File: config.mk
export PLATFORM = sky130hd
export DESIGN_NAME = bht_predictor_flat
export DESIGN_NICKNAME = d
export VERILOG_FILES = /design/src/rtl/bp_pkg.sv /design/src/rtl/bht_predictor_if.sv /design/src/rtl/bht_ctr_next.sv /design/src/rtl/bht_predictor.sv /design/src/flat_wrapper.sv
export SDC_FILE = /design/constraint.sdc
export NUM_CORES = 1
export LEC_CHECK = 0
export ABC_AREA = 1
export ABC_CLOCK_PERIOD_IN_PS = 3300
export CAP_MARGIN = 15
export CORE_AREA = 2 2 90 92
export DETAILED_ROUTE_END_ITERATION = 8
export DIE_AREA = 0 0 92 94
export PLACE_DENSITY = 0.82
export SLEW_MARGIN = 20
export SYNTH_ARGS = -nofsm -noshare
export SYNTH_HDL_FRONTEND = slang
export SYNTH_SLANG_ARGS = --single-unit
export TNS_END_PERCENT = 1
File: constraint.sdc
create_clock -name clk -period 3.3 [get_ports clk]
set_input_delay 0.66 -clock clk [delete_from_list [all_inputs] [get_ports clk]]
set_output_delay 0.66 -clock clk [all_outputs]
set_load 0.01 [all_outputs]
File: src/rtl/bp_pkg.sv
// Shared types and helpers for the branch history table: two-bit
// saturating counter encoding, its reset value and the update rule.
package bp_pkg;

  typedef logic [1:0] ctr_t;

  localparam ctr_t SNT = 2'b00;  // strong not-taken
  localparam ctr_t WNT = 2'b01;  // weak not-taken
  localparam ctr_t WT  = 2'b10;  // weak taken
  localparam ctr_t ST  = 2'b11;  // strong taken

  localparam ctr_t CTR_RST = WNT;

  localparam int STAT_W = 16;

  // Move one step toward the actual outcome, holding at the extremes.
  function automatic ctr_t ctr_next(ctr_t s, logic taken);
    ctr_t r;
    r = s;
    if (taken) begin
      if (s != ST) r = s + 2'd1;
    end else begin
      if (s != SNT) r = s - 2'd1;
    end
    return r;
  endfunction

  // Statistics counter increment that sticks at all-ones.
  function automatic logic [STAT_W-1:0] sat_inc(logic [STAT_W-1:0] v);
    return (v == {STAT_W{1'b1}}) ? v : v + 1'b1;
  endfunction

endpackage

File: src/rtl/bht_predictor_if.sv
// Lookup/update/statistics bundle between fetch+execute and the BHT.
// master = the pipeline side, slave = the predictor.
interface bht_predictor_if
  import bp_pkg::*;
#(
  parameter int PC_W = 32
) ();

  logic              lkp_vld;
  logic [PC_W-1:0]   lkp_pc;
  logic              pred_vld;
  logic              pred_taken;
  ctr_t              pred_stt;

  logic              upd_vld;
  logic [PC_W-1:0]   upd_pc;
  logic              upd_taken;
  logic              upd_pred_taken;
  logic              mispredict;

  logic [STAT_W-1:0] br_cnt;
  logic [STAT_W-1:0] mis_cnt;

  modport master (
    output lkp_vld, lkp_pc, upd_vld, upd_pc, upd_taken, upd_pred_taken,
    input  pred_vld, pred_taken, pred_stt, mispredict, br_cnt, mis_cnt
  );

  modport slave (
    input  lkp_vld, lkp_pc, upd_vld, upd_pc, upd_taken, upd_pred_taken,
    output pred_vld, pred_taken, pred_stt, mispredict, br_cnt, mis_cnt
  );

endinterface

File: src/rtl/bht_ctr_next.sv
// Next-state logic for one saturating counter on the update path.
module bht_ctr_next
  import bp_pkg::*;
(
  input  ctr_t cur,
  input  logic taken,
  output ctr_t nxt
);

  assign nxt = ctr_next(cur, taken);

endmodule

File: src/rtl/bht_predictor.sv
// Branch history table: ENTRIES two-bit counters in flops, one-cycle
// lookup with write-first bypass, one update per cycle, and saturating
// branch / mispredict statistics.
module bht_predictor
  import bp_pkg::*;
#(
  parameter int ENTRIES = 16,
  parameter int PC_W    = 32,
  parameter int IDX_LSB = 2
) (
  input  logic             clk,
  input  logic             rst_n,
  bht_predictor_if.slave   bus
);

  localparam int IDX_W = $clog2(ENTRIES);

  logic [IDX_W-1:0]          lkp_idx;
  logic [IDX_W-1:0]          upd_idx;
  logic [ENTRIES-1:0][1:0]   ctr_vec;
  ctr_t                      upd_cur;
  ctr_t                      upd_new;
  ctr_t                      lkp_next;

  logic                      pred_vld_reg;
  ctr_t                      pred_stt_reg;
  logic                      mispredict_reg;
  logic [STAT_W-1:0]         br_cnt_reg;
  logic [STAT_W-1:0]         mis_cnt_reg;

  assign lkp_idx = bus.lkp_pc[IDX_LSB +: IDX_W];
  assign upd_idx = bus.upd_pc[IDX_LSB +: IDX_W];
  assign upd_cur = ctr_vec[upd_idx];

  // Single next-state instance; its result feeds both the array write
  // and the same-index lookup bypass so the two can never disagree.
  bht_ctr_next u_ctr_next (
    .cur   (upd_cur),
    .taken (bus.upd_taken),
    .nxt   (upd_new)
  );

  // One counter per entry; flops rather than RAM so reset can preload WNT.
  for (genvar gi = 0; gi < ENTRIES; gi++) begin : g_ctr
    ctr_t ctr_reg;
    logic wr_en;

    assign wr_en       = bus.upd_vld && (upd_idx == IDX_W'(gi));
    assign ctr_vec[gi] = ctr_reg;

    // Write the indexed counter at the edge that samples the update.
    always_ff @(posedge clk or negedge rst_n) begin
      if (!rst_n)     ctr_reg <= CTR_RST;
      else if (wr_en) ctr_reg <= upd_new;
    end
  end

  // Lookup source: post-update value when hitting the entry being written.
  always_comb begin
    lkp_next = ctr_vec[lkp_idx];
    if (bus.upd_vld && (upd_idx == lkp_idx)) lkp_next = upd_new;
  end

  // Register the prediction; state holds its last value between lookups.
  always_ff @(posedge clk or negedge rst_n) begin
    if (!rst_n) begin
      pred_vld_reg <= 1'b0;
      pred_stt_reg <= CTR_RST;
    end else begin
      pred_vld_reg <= bus.lkp_vld;
      if (bus.lkp_vld) pred_stt_reg <= lkp_next;
    end
  end

  // Mispredict pulse and saturating statistics, updated with the array.
  always_ff @(posedge clk or negedge rst_n) begin
    if (!rst_n) begin
      mispredict_reg <= 1'b0;
      br_cnt_reg     <= '0;
      mis_cnt_reg    <= '0;
    end else begin
      mispredict_reg <= bus.upd_vld && (bus.upd_taken != bus.upd_pred_taken);
      if (bus.upd_vld) begin
        br_cnt_reg <= sat_inc(br_cnt_reg);
        if (bus.upd_taken != bus.upd_pred_taken) mis_cnt_reg <= sat_inc(mis_cnt_reg);
      end
    end
  end

  assign bus.pred_vld   = pred_vld_reg;
  assign bus.pred_stt   = pred_stt_reg;
  assign bus.pred_taken = pred_stt_reg[1];
  assign bus.mispredict = mispredict_reg;
  assign bus.br_cnt     = br_cnt_reg;
  assign bus.mis_cnt    = mis_cnt_reg;

endmodule

File: src/flat_wrapper.sv
// flat-port wrapper written by rule: the top's interface ports become plain ports
module bht_predictor_flat import bp_pkg::*;
#(
  parameter int ENTRIES = 16,
  parameter int PC_W    = 32,
  parameter int IDX_LSB = 2
)
  (clk, rst_n, bus_lkp_vld, bus_lkp_pc, bus_upd_vld, bus_upd_pc, bus_upd_taken, bus_upd_pred_taken, bus_pred_vld, bus_pred_taken, bus_pred_stt, bus_mispredict, bus_br_cnt, bus_mis_cnt);
  bht_predictor_if #(.PC_W(PC_W)) bus_i ();
  input  logic clk;
  input  logic rst_n;
  input wire logic [$bits(bus_i.lkp_vld)-1:0] bus_lkp_vld;
  input wire logic [$bits(bus_i.lkp_pc)-1:0] bus_lkp_pc;
  input wire logic [$bits(bus_i.upd_vld)-1:0] bus_upd_vld;
  input wire logic [$bits(bus_i.upd_pc)-1:0] bus_upd_pc;
  input wire logic [$bits(bus_i.upd_taken)-1:0] bus_upd_taken;
  input wire logic [$bits(bus_i.upd_pred_taken)-1:0] bus_upd_pred_taken;
  output wire logic [$bits(bus_i.pred_vld)-1:0] bus_pred_vld;
  output wire logic [$bits(bus_i.pred_taken)-1:0] bus_pred_taken;
  output wire logic [$bits(bus_i.pred_stt)-1:0] bus_pred_stt;
  output wire logic [$bits(bus_i.mispredict)-1:0] bus_mispredict;
  output wire logic [$bits(bus_i.br_cnt)-1:0] bus_br_cnt;
  output wire logic [$bits(bus_i.mis_cnt)-1:0] bus_mis_cnt;
  assign bus_i.lkp_vld = bus_lkp_vld;
  assign bus_i.lkp_pc = bus_lkp_pc;
  assign bus_i.upd_vld = bus_upd_vld;
  assign bus_i.upd_pc = bus_upd_pc;
  assign bus_i.upd_taken = bus_upd_taken;
  assign bus_i.upd_pred_taken = bus_upd_pred_taken;
  assign bus_pred_vld = bus_i.pred_vld;
  assign bus_pred_taken = bus_i.pred_taken;
  assign bus_pred_stt = bus_i.pred_stt;
  assign bus_mispredict = bus_i.mispredict;
  assign bus_br_cnt = bus_i.br_cnt;
  assign bus_mis_cnt = bus_i.mis_cnt;
  bht_predictor #(.ENTRIES(ENTRIES), .PC_W(PC_W), .IDX_LSB(IDX_LSB)) u_core (.clk(clk), .rst_n(rst_n), .bus(bus_i));
endmodule
* Yosys cells after proc, flatten, opt, wreduce, memory -nomap -nowiden
Index checks and enable logic that the tools add are counted.
Word-level totals: logic and storage cells 79, flip-flop bits (word level) 68, input port bits 70
Cells by class: muxes and demuxes 8, reductions and logical operators 22, eq/ne operators 20, magnitude comparators 2, bitwise logic cells 2, add/sub/neg operators 4
Operator list (number):
- 16-bit by 1-bit adder with 16-bit output, second input constant | 2
- 16-bit equality test, second input constant | 2
- 4-bit equality test, second input constant | 8
- 1-bit logical AND | 18
- 2-bit binary-select mux with 4-bit select | 2
- 4-bit by 3-bit equality test with 1-bit output, second input constant | 4
- 2-bit 2-to-1 mux | 6
- 4-bit by 5-bit < comparator with 1-bit output, second input constant | 2
- 4-bit by 2-bit equality test with 1-bit output, second input constant | 2
- 4-bit by 1-bit equality test with 1-bit output, second input constant | 1
- 4-bit equality test | 1
- 4-bit logical NOT | 1
- 3-bit AND reduction | 1
- 2-bit by 1-bit adder with 2-bit output, second input constant | 1
- 2-bit inequality test, second input constant | 1
- 1-bit inverter | 2
- 2-bit AND reduction | 1
- 2-bit nonzero test | 1
- 2-bit by 1-bit subtractor with 2-bit output, second input constant | 1
- 1-bit inequality test | 1

* Longest topological paths before layout
Gate-level depths: netlist (run 1).
depth after elaboration 6, depth in mapped cells 14, gate-level depth less buffers 13

* Hierarchy
Synthesis (run 1) repeated with hierarchy kept, for this count alone.
Unflattened totals: cells, all modules 531, area total of the unflattened synthesis 3886.2 um^2
By module, submodules not included:
- bht_predictor | area each 3861.2 um^2, times used 1, cells each 525
- bht_ctr_next | area each 25.0 um^2, times used 1, cells each 6

* Worst setup path after synthesis (run 1)
OpenSTA, ideal clock, no wires.
path kind input to register, start point input port bus_upd_pc[2], end point register u_core.g_ctr[10].ctr_reg[1], cell stages on the path 10, library setup time 0.083 ns, path slack 1.518 ns, data required time 3.217 ns, data arrival time 1.700 ns, cells stage by stage buf_4 o21ai_0 nand2_1 nand2_1 nand2_1 nand4_1 nand2_2 nand2_2 nand2_2 o21ai_0
On the way: word-level cells in the longest chain between the ends 5, elaborated cells on any way between the ends 11, classes of those cells add/sub (2); eq/ne (2); mux (5); reduce/logical (2)
Ends and longest elaborated chain:
- from (decl) | line flat_wrapper.sv:15 | input wire logic [$bits(bus_i.upd_pc)-1:0] bus_upd_pc;
- 2-bit binary-select mux with 4-bit select | line bht_predictor.sv:33 | assign upd_cur = ctr_vec[upd_idx];
- 2-bit 2-to-1 mux (implied by the code) | line bht_predictor.sv:33
- 2-bit by 1-bit subtractor with 2-bit output (tied with other cells) | line bp_pkg.sv:23 | if (s != SNT) r = s - 2'd1;
- 2-bit 2-to-1 mux, on equally long branches | line bp_pkg.sv:23, bp_pkg.sv:21
- 2-bit 2-to-1 mux | line bp_pkg.sv:20 | if (taken) begin
- to (signal assigned) | line bht_predictor.sv:54 | else if (wr_en) ctr_reg <= upd_new;
- to (decl) | line bht_predictor.sv:45 | ctr_t ctr_reg;
Parallel ways exist; a longest one is shown, timed or not. The select of a mux whose other input is x is not followed. A chain may end at the register's enable or synchronous reset.

* Final worst setup path (run 1)
start point input port bus_upd_pc[2], end point register u_core.g_ctr[8].ctr_reg[0]
On the way: word-level cells in the longest chain between the ends 5, elaborated cells on any way between the ends 11, classes of those cells add/sub (2); eq/ne (2); mux (5); reduce/logical (2)
Ends and longest elaborated chain (line):
- 2-bit binary-select mux with 4-bit select | bht_predictor.sv:33
- 2-bit 2-to-1 mux (implied by the code) | bht_predictor.sv:33
- 2-bit by 1-bit subtractor with 2-bit output (tied with other cells) | bp_pkg.sv:23
- 2-bit 2-to-1 mux, on equally long branches | bp_pkg.sv:23, bp_pkg.sv:21
- 2-bit 2-to-1 mux | bp_pkg.sv:20
- to (signal assigned) | bht_predictor.sv:54
- to (decl) | bht_predictor.sv:45
Parallel ways exist; a longest one is shown, timed or not. The select of a mux whose other input is x is not followed.

==> results, run 1 <==
- In this run the mean area of a mapped cell was between 7 and 8 µm².
- The net count of the finished layout is around 650.
- The end of the worst register-to-register path is u_core.bus.br_cnt[8]$_DFFE_PN0P_.
- Entering global routing, the biggest net connects 28 pins.
- In this run, post-CTS repair resized a total of 0 instances.
- The via count of the first global-routing pass is between 3k and 4k.
- The arrival time of the worst setup path is about 2600 ps.
- The final core area utilization is roughly three fifths.
- The maximum clock frequency is roughly 430 MHz.
- The post-layout worst setup margin is 972.5 ps.
- The buffers inserted during post-CTS setup optimization is 0.
- The synthesized design contains 0 enable-type register cells.
- The first TritonRoute pass finished after 4 iterations.
- The number of cells on the worst reg-to-reg path is 8.
- Prior to clock tree synthesis, the placed netlist has a worst setup slack of around 660 ps.
- The total count of max-transition violations in the final report is 0.
- The count of input and output buffers is 50.
- Routability-driven placement finished with a final weighted congestion of around 1.0.
- The hold-fix buffer count after cts is 0.
- The total negative slack is 0 ps.
- In this run, CTS created clock tree buffers numbering 9.
- In this run the standard cell core region covers about 7600 µm².
- The TritonCTS clock tree is done.
- The startpoint kind of the worst setup timing path is an input port.
- The routed wire length per instance is between 10 and 15 µm.
- The source-to-sink clock delay at the later pin of the worst-skew pair is approximately 340 ps.
- The die covers slightly below 9000 µm².
- In this run the static leakage power is 2.261 nW.
- The number of placed I/O pins is about 110.
- The path class of the tightest hold or removal check is in2async.
- Relative to the synthesized area, the layout overhead comes to 22.06%.
- The number of antenna violations at the first check in global routing is 0.
- The horizontal die dimension is between 90 and 100 µm.
- The number of setup violations in the final report is 0.
- After synthesis the cells add up to just under 4000 µm².
- For this run, design rule violations remaining after detail routing come to 0.
- The reg-to-reg critical path startpoint is u_core.bus.br_cnt[0]$_DFFE_PN0P_.
- The clock edge transition at the registers on the reported setup and hold paths is about 80 ps.
- The synthesized design spends more area on one cell type than any other, namely sky130_fd_sc_hd__dfrtp_1.
- Sequential elements use 44.80% of the synthesized area.
- The tree is rooted in a sky130_fd_sc_hd__clkbuf_8.
- The number of flip-flops under the largest register name is 32.
- The vertical extent of the die is roughly 94 µm.
- The most used flip-flop cell after synthesis is sky130_fd_sc_hd__dfrtp_1.
- The cell count after synthesis is between 500 and 600.
- The longest clock path from root to sink contains 2 buffers.
- Setup repair after global routing left no endpoint under its margin.
- For this run, the total global-route usage over all layers was measured as a little under a quarter.
- The net count after synthesis is approximately 600.
- The total overflow left after global routing is 0.
- Yosys instantiated no cell more often than sky130_fd_sc_hd__nand2_1.
- The number of H-tree levels is 3.
- The power density normalized to cell area is about 590 nW/µm².
- The largest vdd supply drop is approximately 420 µV.
- The number of nets with antenna violations after detailed routing is 0.
- The worst-case headroom to the max-slew limit is 58.02%.
- In the routed layout, each cell is associated on average with a via count of 5.292.
- The worst path uses a little over two thirds of the clock period.
- Across the routed clock network, the largest skew measured is roughly 8.5 ps.
- STA classifies the critical path endpoint as a flop.
- The detailed router finished its first iteration with around 230 violations.
- The commonest cells after synthesis are sky130_fd_sc_hd__nand2_1, sky130_fd_sc_hd__inv_1, sky130_fd_sc_hd__dfrtp_1.
- Max-cap violations in this run came to 0.
- The total via count in the routed design is ~3.6k.
- The fraction of registers with async set or reset after synthesis is 100.0%.
- The number of clock sinks is roughly 70.
- The first global-routing pass estimated 16,350 µm of wire.
- The critical path class is in2reg.
- For this block, the routed nets add up to about 10000 µm of wire.
- Of the cells placed in the final design, the portion with a size suffix greater than 1 is 9.247%.
- The final critical-path required period is 2327 ps.
- The data required time at the worst endpoint is 3570 ps.
- The register-to-register setup slack is ~1500 ps.
- The number of standard-cell rows in the floorplan is 32.
- In this run, distinct cell masters in the synthesized netlist total 27.
- The maximum fanout encountered on the critical timing path is 12.
- Yosys printed 0 warnings.
- The total of flip-flops plus latches after synthesis is slightly below 70.
- Ranked by total cell area, the synthesized netlist is headed by sky130_fd_sc_hd__dfrtp_1, sky130_fd_sc_hd__nand2_1, sky130_fd_sc_hd__dfstp_2.
- The initial utilization of the core area, before any placement, comes to 50.56%.
- The run finished with clean final reports.
- The count of final hold-check violations came to 0.
- Detailed placement finished with a half-perimeter wire length of approximately 6900 µm.
- At the pin with the least slew margin, the transition time is between 600 and 700 ps.
- The area share of the largest cell type after synthesis is 33.18%.
- 0 antenna diodes ended up in the layout.
[metrics by stage]
step / cell area (µm²) / total power, mW / hold WS (ps) / std cells
floorplan: 3846 / 1.636 / 364.4 / 521
global placement: 4463 / 1.937 / 459.4 / 670
detailed placement: 4463 / 1.966 / 484.9 / 670
CTS: 4695 / 2.783 / 341.6 / 686
global route: 4695 / 2.934 / 351.3 / 686
finish: 4695 / 2.777 / 325.9 / 686
[cells by family after synthesis]
group / after synthesis / share of synthesized area, %
AND/OR/NAND/NOR: 270 / 29.80
buffers and inverters: 84 / 8.945
AO/OA/AOI/OAI: 69 / 9.434
flip-flops: 68 / 44.79
XOR/XNOR: 28 / 6.376
adder cells (fa/ha/maj): 2 / 0.6505
[final cells by class]
type | count | area [µm²]
Tap cell | 102 | 127.6
Fill cell | 686 | 2913
Sequential cell | 68 | 1723
Clock buffer | 10 | 137.6
Inverter | 72 | 270.3
Clock inverter | 6 | 93.84
Timing Repair Buffer | 59 | 563.0
Multi-Input combinational cell | 369 | 1779
[routing by layer]
layer / share of wire (%) / up-vias / track usage, %
li1: - / 1770 / -
met1: 44 / 1701 / 31.16
met2: 47 / 136 / 39.46
met3: 6.9 / 23 / 5.778
met4: 2.3 / 0 / 8.085
met5: 0 / - / 0
[critical path, stage by stage]
cell and delay [ps]:
sky130_fd_sc_hd__clkdlybuf4s50_1 520, sky130_fd_sc_hd__buf_4 200, sky130_fd_sc_hd__o21ai_0 120, sky130_fd_sc_hd__nand2_1 80
sky130_fd_sc_hd__nand2_1 50, sky130_fd_sc_hd__nand2_1 70, sky130_fd_sc_hd__nand2_1 50, sky130_fd_sc_hd__nor2_1 130
sky130_fd_sc_hd__nand2_1 100, sky130_fd_sc_hd__nand2_2 180, sky130_fd_sc_hd__nand2_2 230, sky130_fd_sc_hd__nand2_1 110
sky130_fd_sc_hd__o21ai_0 80
[layout by cell type, fill, tap and decap left out]
master,netlist,final
sky130_fd_sc_hd__nor3_1,8,8
sky130_fd_sc_hd__xor2_1,17,17
sky130_fd_sc_hd__a31oi_1,5,5
sky130_fd_sc_hd__o21ai_1,8,8
sky130_fd_sc_hd__bufinv_16,0,2
sky130_fd_sc_hd__nor2_1,42,42
sky130_fd_sc_hd__nor3_2,1,1
sky130_fd_sc_hd__nand2_2,7,7
sky130_fd_sc_hd__o22ai_1,1,1
sky130_fd_sc_hd__clkdlybuf4s50_1,0,49
sky130_fd_sc_hd__clkinv_4,0,1
sky130_fd_sc_hd__buf_2,5,1
sky130_fd_sc_hd__dfstp_2,17,17
sky130_fd_sc_hd__inv_1,70,70
sky130_fd_sc_hd__nand2_1,156,156
sky130_fd_sc_hd__clkinv_1,1,1
sky130_fd_sc_hd__nand3_1,41,41
sky130_fd_sc_hd__ha_1,2,2
sky130_fd_sc_hd__nor4_1,2,2
sky130_fd_sc_hd__inv_6,0,2
sky130_fd_sc_hd__inv_2,1,1
sky130_fd_sc_hd__nand4_1,11,11
sky130_fd_sc_hd__a21oi_1,13,13
sky130_fd_sc_hd__o21ai_0,38,38
sky130_fd_sc_hd__buf_4,2,9
sky130_fd_sc_hd__clkinvlp_4,0,1
sky130_fd_sc_hd__nor2_4,2,2
sky130_fd_sc_hd__o211ai_1,4,4
sky130_fd_sc_hd__dfrtp_1,51,51
sky130_fd_sc_hd__clkbuf_8,0,10
sky130_fd_sc_hd__xnor2_1,11,11
[worst max-delay path by stage]
stage / start / to / slack (ps) / cells after the start
finish: bus_upd_pc[2] / u_core.g_ctr[8].ctr_reg[0]$_DFFE_PN1P_ / 970 / 13
detailed placement: bus_upd_pc[2] / u_core.g_ctr[14].ctr_reg[1]$_DFFE_PN0P_ / 660 / 12
global route: bus_upd_pc[2] / u_core.g_ctr[14].ctr_reg[1]$_DFFE_PN0P_ / 790 / 12
global placement: bus_upd_pc[2] / u_core.g_ctr[2].ctr_reg[1]$_DFFE_PN0P_ / 690 / 12
floorplan: bus_upd_pc[2] / u_core.g_ctr[10].ctr_reg[1]$_DFFE_PN0P_ / 1520 / 10
CTS: bus_upd_pc[2] / u_core.g_ctr[2].ctr_reg[1]$_DFFE_PN0P_ / 1010 / 12
[report_power, final]
part | switching [mW] | internal [mW] | leakage, nW | total, mW
Clock | 0.356 | 0.453 | 0.113 | 0.809
Combinational | 0.408 | 0.335 | 1.33 | 0.743
Sequential | 0.172 | 1.05 | 0.815 | 1.23
No activity file was read; power rests on OpenSTA's default activity.
==> run 2: changes to the inputs <==
--- a/config.mk
+++ b/config.mk
@@ -6,12 +6,12 @@
 export NUM_CORES = 1
 export LEC_CHECK = 0
 export ABC_AREA = 1
-export ABC_CLOCK_PERIOD_IN_PS = 3300
+export ABC_CLOCK_PERIOD_IN_PS = 2370
 export CAP_MARGIN = 15
-export CORE_AREA = 2 2 90 92
+export CORE_AREA = 2 2 92 94
 export DETAILED_ROUTE_END_ITERATION = 8
-export DIE_AREA = 0 0 92 94
-export PLACE_DENSITY = 0.82
+export DIE_AREA = 0 0 94 96
+export PLACE_DENSITY = 0.79
 export SLEW_MARGIN = 20
 export SYNTH_ARGS = -nofsm -noshare
 export SYNTH_HDL_FRONTEND = slang
==> constraint.sdc (replaced) <==
create_clock -name clk -period 2.37 [get_ports clk]
set_input_delay 0.474 -clock clk [delete_from_list [all_inputs] [get_ports clk]]
set_output_delay 0.474 -clock clk [all_outputs]
set_load 0.01 [all_outputs]
==> run 2 against run 1 <==
Against the previous run:
- via count up 2.0%
- clock power grew 35%
- die area is 4.3% higher
- register-to-register slack got worse by 1000 ps
- critical path type unchanged
==> results, run 2 (synthesized netlist as in run 1, its figures left out) <==
- Sequential cells burn between 40% and 50% of the power.
- For this run the aggregate overflow at the end of global routing stands at 0.
- The library cell used most frequently in the layout, excluding fill and tap cells, is sky130_fd_sc_hd__nand2_1.
- The iteration-0 DRC count of the detailed router is 251.
- The combinational power share is approximately 28%.
- The first global-routing pass estimated approximately 17,000 µm of wire.
- The maximum fanout encountered on the critical timing path is 14.
- In this run the power density over the cells is just over 800 nW/µm².
- The worst hold-check path type is reg2reg.
- The placed cell count is between 600 and 700.
- The number of antenna violations at the first check in global routing was 0.
- The aggregate global-route resource usage is between 20% and 30%.
- The critical path class is in2reg.
- In this run the deepest clock path goes through 2 buffers.
- The switching share of power is 33.26%.
- In the final layout, the share of cells above drive strength 1 is 10.91%.
- The total met2 wirelength after detailed routing is 4847 µm.
- Entering global routing, the biggest net connects between 40 and 50 pins.
- For the worst setup path, the data required time is 2670 ps.
- The element type at the critical path end is a flop.
- The number of standard cells in the final layout excluding fillers is approximately 700.
- The TritonCTS clock tree is done.
- The number of nets with antenna violations after detailed routing is 0.
- In this run, post-CTS repair resized a total of 0 instances.
- Setup violations remaining at the end of the flow were counted as 0.
- Detailed placement finished with a half-perimeter wire length of ~7300 µm.
- Using the TritonRoute via totals, the vias-per-cell ratio works out to between 5 and 6.
- The arrival time of the worst setup path is 2400 ps.
- The register with the most flip-flops in the layout has 32 of them.
- The initialized floorplan defines 33 standard-cell rows.
- In the detailed route, the total length drawn on met3 is 631 µm.
- In the final routing, the length of wire on met1 measures 4242 µm.
- In the finished design, the share of the clock period the worst path needs comes to 88.81%.
- The pre-antenna-repair detailed-routing pass consisted of 5 iterations.
- On the final layout, the worst hold slack is between 400 and 500 ps.
- The signed area change from the synthesized netlist to the final layout is 25.37%.
- The clock edge transition at the registers on the reported setup and hold paths is approximately 80 ps.
- The switching power summed over all nets is 1.291 mW.
- The routed wire length per instance is approximately 14 µm.
- Leaving out fill and tap cells, the most frequent cells in the layout are sky130_fd_sc_hd__nand2_1, sky130_fd_sc_hd__inv_1, sky130_fd_sc_hd__dfrtp_1, sky130_fd_sc_hd__clkdlybuf4s50_1, sky130_fd_sc_hd__nor2_1.
- The total DRC errors in the routed layout is 0.
- The last weighted congestion value of the routability-driven placer is around 0.96.
- 0 antenna diodes ended up in the layout.
- Max-cap violations in this run came to 0.
- The number of clock sinks is 68.
- The root buffer cell is sky130_fd_sc_hd__clkbuf_8.
- The die is approximately 96 µm tall.
- The worst pin sits at a relative slew slack of 72.33%.
- The die is 94 µm wide.
- The transition time at the pin with the least slew margin is between 400 and 500 ps.
- In this run the count of I/O pins placed on the die edge is ~110.
- The core region area is ~8000 µm².
- The source-to-sink clock delay at the later pin of the worst-skew pair is between 300 and 400 ps.
- The maximum clock frequency is 475.1 MHz.
- The number of H-tree levels is 3.
- For this run, the post-layout net count is 663.
- The flow ran to the end, and the final reports show no timing, DRC or antenna violations.
- The internal portion of total power is ~2.6 mW.
- The count of final hold-check violations is 0.
- The clock network fraction of total power is ~28%.
- Port buffering added 50 buffers.
- The total count of max-transition violations in the final report is 0.
- Clock skew on the completed layout was measured at around 13 ps.
- The final critical-path required period is roughly 2100 ps.
- Setup repair after global routing left no endpoint under its margin.
- For this block, the routed nets add up to just over 10,000 µm of wire.
- For this configuration, the core starts out at a cell density of between 40 and 50%.
- In this run the static leakage power is about 2.3 nW.
- The total via count in the routed design is between 3k and 4k.
- The via count of the first global-routing pass was approximately 3.8k.
- STA classifies the critical path startpoint as an input port.
- Measured on the finished design, the core utilization comes to around 60%.
- The top metal layer carrying routed signals is met4.
- Across the VDD grid, the largest voltage drop is between 600 and 700 µV.
- The die covers 9024 µm².
- The number of CTS-inserted buffers is 9.
run 2: changes by cell type in the layout (fill, tap and decap cells not counted), sizes merged:
cell | previous run | this run
inv | 73 | 71
dlygate4sd3 | 0 | 1
clkinvlp | 1 | 0
clkinv | 2 | 5
buf | 10 | 21
run 2: repair_timing:
item | in CTS | in global routing
hold endpoints to repair | 5 | 0
buffers inserted | 0 | 0
hold buffers | 1 | 0
run 2: layout make-up:
cell class / instances / area, µm²
flip-flops and latches: 68 / 1723
fillers: 709 / 3229
clock buffers: 10 / 137.6
inverters: 72 / 270.3
repair buffers: 71 / 693.2
clock inverters: 6 / 87.58
well taps: 105 / 131.4
multi-input cells: 369 / 1779
run 2: per-layer routing:
metal | GRT usage [%] | up-vias
li1 | - | 1796
met1 | 29.65 | 1727
met2 | 40.77 | 144
met3 | 4.229 | 34
met4 | 13.53 | 0
met5 | 0 | -
run 2: worst paths after layout:
path                                                     from                                     end  slack (ps)  cells after the start
setup reg to reg            u_core.bus.mis_cnt[0]$_DFFE_PN0P_       u_core.bus.mis_cnt[8]$_DFFE_PN0P_         440                      8
hold reg to reg            u_core.bus.pred_stt[0]$_DFFE_PN1P_      u_core.bus.pred_stt[0]$_DFFE_PN1P_         470                      2
hold / removal             u_core.bus.pred_stt[0]$_DFFE_PN1P_      u_core.bus.pred_stt[0]$_DFFE_PN1P_         470                      2
max in group asynchronous                               rst_n      u_core.bus.pred_stt[0]$_DFFE_PN1P_        1290                      3
min in group asynchronous                               rst_n  u_core.g_ctr[9].ctr_reg[1]$_DFFE_PN0P_         500                      2
setup / recovery                                bus_upd_pc[2]  u_core.g_ctr[5].ctr_reg[0]$_DFFE_PN1P_         270                     14
run 2: worst max-delay path: stages:
cell	delay (ps)
sky130_fd_sc_hd__clkdlybuf4s50_1	540
sky130_fd_sc_hd__inv_2	170
sky130_fd_sc_hd__buf_12	170
sky130_fd_sc_hd__nand2_1	40
sky130_fd_sc_hd__nand2_1	40
sky130_fd_sc_hd__nand2_1	50
sky130_fd_sc_hd__nand2_1	60
sky130_fd_sc_hd__nand2_1	60
sky130_fd_sc_hd__nand2_1	100
sky130_fd_sc_hd__nor2_4	130
sky130_fd_sc_hd__nand2_2	70
sky130_fd_sc_hd__nand2_2	230
sky130_fd_sc_hd__nand2_1	130
sky130_fd_sc_hd__o21ai_1	110
run 2: power by group through the flow:
stage	clock network [mW]	registers, mW	logic (mW)
floorplan	0	1.72	0.562
detailed placement	0	1.72	1.07
finish	1.09	1.71	1.08
CTS	1.12	1.70	1.08
global placement	0	1.70	1.03
global route	1.16	1.74	1.20
run 2: through the flow:
stage / setup WS [ps] / TNS (ps) / area (µm²) / total power [mW]
final: 265.3 / 0 / 4822 / 3.881
after global routing: 54.61 / 0 / 4822 / 4.105
after global placement: -35.16 / -273.7 / 4587 / 2.733
after CTS: 272.7 / 0 / 4822 / 3.906
after floorplan: 706.6 / 0 / 3846 / 2.278
after detailed placement: -99.18 / -1045 / 4587 / 2.786
==> run 3: changes to the inputs <==
--- a/config.mk
+++ b/config.mk
@@ -12,6 +12,7 @@
 export DETAILED_ROUTE_END_ITERATION = 8
 export DIE_AREA = 0 0 94 96
 export PLACE_DENSITY = 0.79
+export SETUP_SLACK_MARGIN = 0.4
 export SLEW_MARGIN = 20
 export SYNTH_ARGS = -nofsm -noshare
 export SYNTH_HDL_FRONTEND = slang
==> run 3 against run 2 <==
Against the previous run:
- sequential power barely moved
- critical path depth fell by 7
- routed wire length rose by 2.1%
- fmax is 10% higher
- sequential share of layout area fell by 0.34 points
- clock-buffer cell count unchanged
- final cell count increased by 0.29%
- worst hold slack barely moved
- power grew 0.74%
- die area stayed put
==> results, run 3 (synthesized netlist as in run 1, its figures left out) <==
- The run finished with clean final reports.
- The clock passes through at most 2 buffers.
- The worst-case headroom to the max-slew limit is about three quarters.
- The TritonCTS clock tree is done.
- In this run the most critical hold path is launched from u_core.bus.pred_stt[0]$_DFFE_PN1P_.
- The worst setup path is captured at a flop.
- The combinational power share is roughly 28%.
- The number of antenna violations at the first check in global routing is 0.
- ~110 I/O pins were placed.
- The setup skew after layout is between 10 and 15 ps.
- The count of input and output buffers is 50.
- Overall power consumption after layout is estimated at 3.910 mW.
- Along the worst path, the maximum fanout reaches 8.
- Clock tree synthesis found a total of 68 sinks.
- Once detail routing completed, the nets flagged for antenna violations numbered 0.
- The horizontal die dimension is roughly 94 µm.
- The congestion estimate from routability-driven global placement came to a little under 1.
- The post-route clock period utilization is between 80% and 90%.
- The internal portion of total power is 2.598 mW.
- The average via count per standard cell is 5.309.
- The count of final hold-check violations is 0.
- After clock tree synthesis, the clock-pin slew on the worst setup and hold paths is about 70 ps.
- The data required time at the worst endpoint is ~2600 ps.
- Setup violations remaining at the end of the flow were counted as 0.
- For the worst setup path, the data arrival time is ~2200 ps.
- CTS placed an instance of sky130_fd_sc_hd__clkbuf_8 at the clock tree root.
- The estimated wirelength of the detail-placed design is between 7000 and 8000 µm.
- The floorplan has 33 rows.
- After detailed routing, the average wire length per cell comes to about 15 µm.
- The register with the most flip-flops in the layout has 32 of them.
- The tool flagged a number of max-cap violations equal to 0.
- Timing analysis after detailed placement gives a worst setup slack of -99.18 ps.
- Sequential cells burn a little over two fifths of the power.
- Summed over all layers, the global routing overflow is 0.
- The post-layout worst setup margin is about 460 ps.
- The number of diodes is 0.
- The largest net degree at the start of global routing is 46.
- In this run the worst setup path begins at bus_upd_vld.
- Net switching is 33.57% of the power.
- The starting density of the core is 47.77%.
- Setup repair after global routing could not meet its margin everywhere.
- Cells with a size suffix above 1 make up 11.54% of the layout.
- The switching power summed over all nets is ~1.3 mW.
- The static leakage is roughly 2.4 nW.
- IR analysis of the VDD net gives a maximum drop of 679.3 µV.
- The worst register-to-register path begins at u_core.bus.mis_cnt[0]$_DFFE_PN0P_.
- The wire length of the first global-routing pass is between 15,000 and 20,000 µm.
- The area growth from synthesis to layout is 26.58%.
- The tightest min-delay check is of the reg2reg type.
- In the layout the commonest cells are sky130_fd_sc_hd__nand2_1, sky130_fd_sc_hd__inv_1, sky130_fd_sc_hd__dfrtp_1, sky130_fd_sc_hd__clkdlybuf4s50_1.
- The routed wire length is slightly above 10,000 µm.
- The via count of the first global-routing pass is around 3.8k.
- The maximum clock frequency is 523.4 MHz.
- Dividing total power by cell area gives a power density of roughly 800 nW/µm².
- For this run, the detailed router's first-pass iteration total came to 6.
- The transition time at the pin with the least slew margin is roughly 380 ps.
- The critical path class is in2reg.
- The net count of the finished layout is approximately 670.
- The final critical-path required period is approximately 1900 ps.
- The number of H-tree levels is 3.
- The source-to-sink clock delay at the later pin of the worst-skew pair is between 300 and 400 ps.
- The startpoint kind of the worst setup timing path is an input port.
- Global routing used 24.25% of the available tracks.
- The clock network fraction of total power is ~28%.
- Measured along the y axis, the die boundary spans 96 µm.
- The final route contains around 3.7k vias.
- The die covers around 9000 µm².
- The iteration-0 DRC count of the detailed router is approximately 270.
- The number of CTS-inserted buffers is 9.
- The core region area is between 8000 and 9000 µm².
- The total negative slack is 0 ps.
- The total DRC errors in the routed layout is 0.
- The total count of max-transition violations in the final report is 0.
- The most common cell after layout, fill and taps aside is sky130_fd_sc_hd__nand2_1.
[run 3: changes by cell type in the layout (fill, tap and decap cells not counted), sizes merged]
cell / change
clkdlybuf4s50: -3
inv: -1
clkinvlp: +1
dlygate4sd2: +1
buf: +2
dlymetal6s2s: +2
[run 3: power groups by stage]
stage	combinational, mW	sequential [mW]	clock (mW)
6_report	1.10	1.71	1.10
5_1_grt	1.22	1.74	1.16
4_1_cts	1.08	1.70	1.12
3_5_place_dp	1.07	1.72	0
3_3_place_gp	1.03	1.70	0
2_1_floorplan	0.562	1.72	0
[run 3: worst paths after layout]
kind / slack, ps / cells past startpoint / to
max: 460 / 7 / u_core.bus.mis_cnt[8]$_DFFE_PN0P_
min: 470 / 2 / u_core.bus.pred_stt[0]$_DFFE_PN1P_
max reg2reg: 460 / 8 / u_core.bus.mis_cnt[8]$_DFFE_PN0P_
min reg2reg: 470 / 2 / u_core.bus.pred_stt[0]$_DFFE_PN1P_
max in group asynchronous: 1280 / 3 / u_core.bus.pred_stt[0]$_DFFE_PN1P_
min in group asynchronous: 500 / 2 / u_core.g_ctr[10].ctr_reg[1]$_DFFE_PN0P_
[run 3: layer usage]
| layer | vias up | GRT usage, % | part of all wire (%) |
|---|---|---|---|
| met4 | 0 | 13.65 | 3.4 |
| met3 | 29 | 4.307 | 6.5 |
| met5 | - | 0 | 0 |
| li1 | 1801 | - | - |
| met1 | 1740 | 29.65 | 42 |
| met2 | 162 | 40.65 | 48 |
[run 3: final cells by class]
cell class | instances | area, µm²
clock buffers | 10 | 137.6
well taps | 105 | 131.4
inverters | 72 | 276.5
flip-flops and latches | 68 | 1723
clock inverters | 6 | 87.58
repair buffers | 73 | 715.7
multi-input cells | 369 | 1797
fillers | 702 | 3183
[run 3: through the flow]
step                hold WS, ps  util (%)  cell area [µm²]  cells
floorplan                 178.4         -             3846    521
global placement          346.2     56.97             4587    684
detailed placement        347.8     56.97             4587    684
CTS                       471.9     59.91             4823    701
global route              506.6     60.47             4868    703
finish                    468.0     60.47             4868    703
[run 3: repair_timing]
item | 4_1_cts | 5_1_grt
resized for setup | 4 | 10
hold buffers | 1 | 0
gates cloned | 0 | 0
pin swaps | 0 | 1
setup buffers | 0 | 2
endpoints found under the hold margin | 5 | 0
setup endpoints to repair | 25 | 38
[run 3: worst max-delay path, cell delays in order]
cell                              delay [ps]
sky130_fd_sc_hd__clkdlybuf4s50_1         520
sky130_fd_sc_hd__o21ai_0                 100
sky130_fd_sc_hd__a21oi_1                 250
sky130_fd_sc_hd__nand2_2                 210
sky130_fd_sc_hd__nor3_2                  340
sky130_fd_sc_hd__nand2_1                 120
sky130_fd_sc_hd__xnor2_1                 140
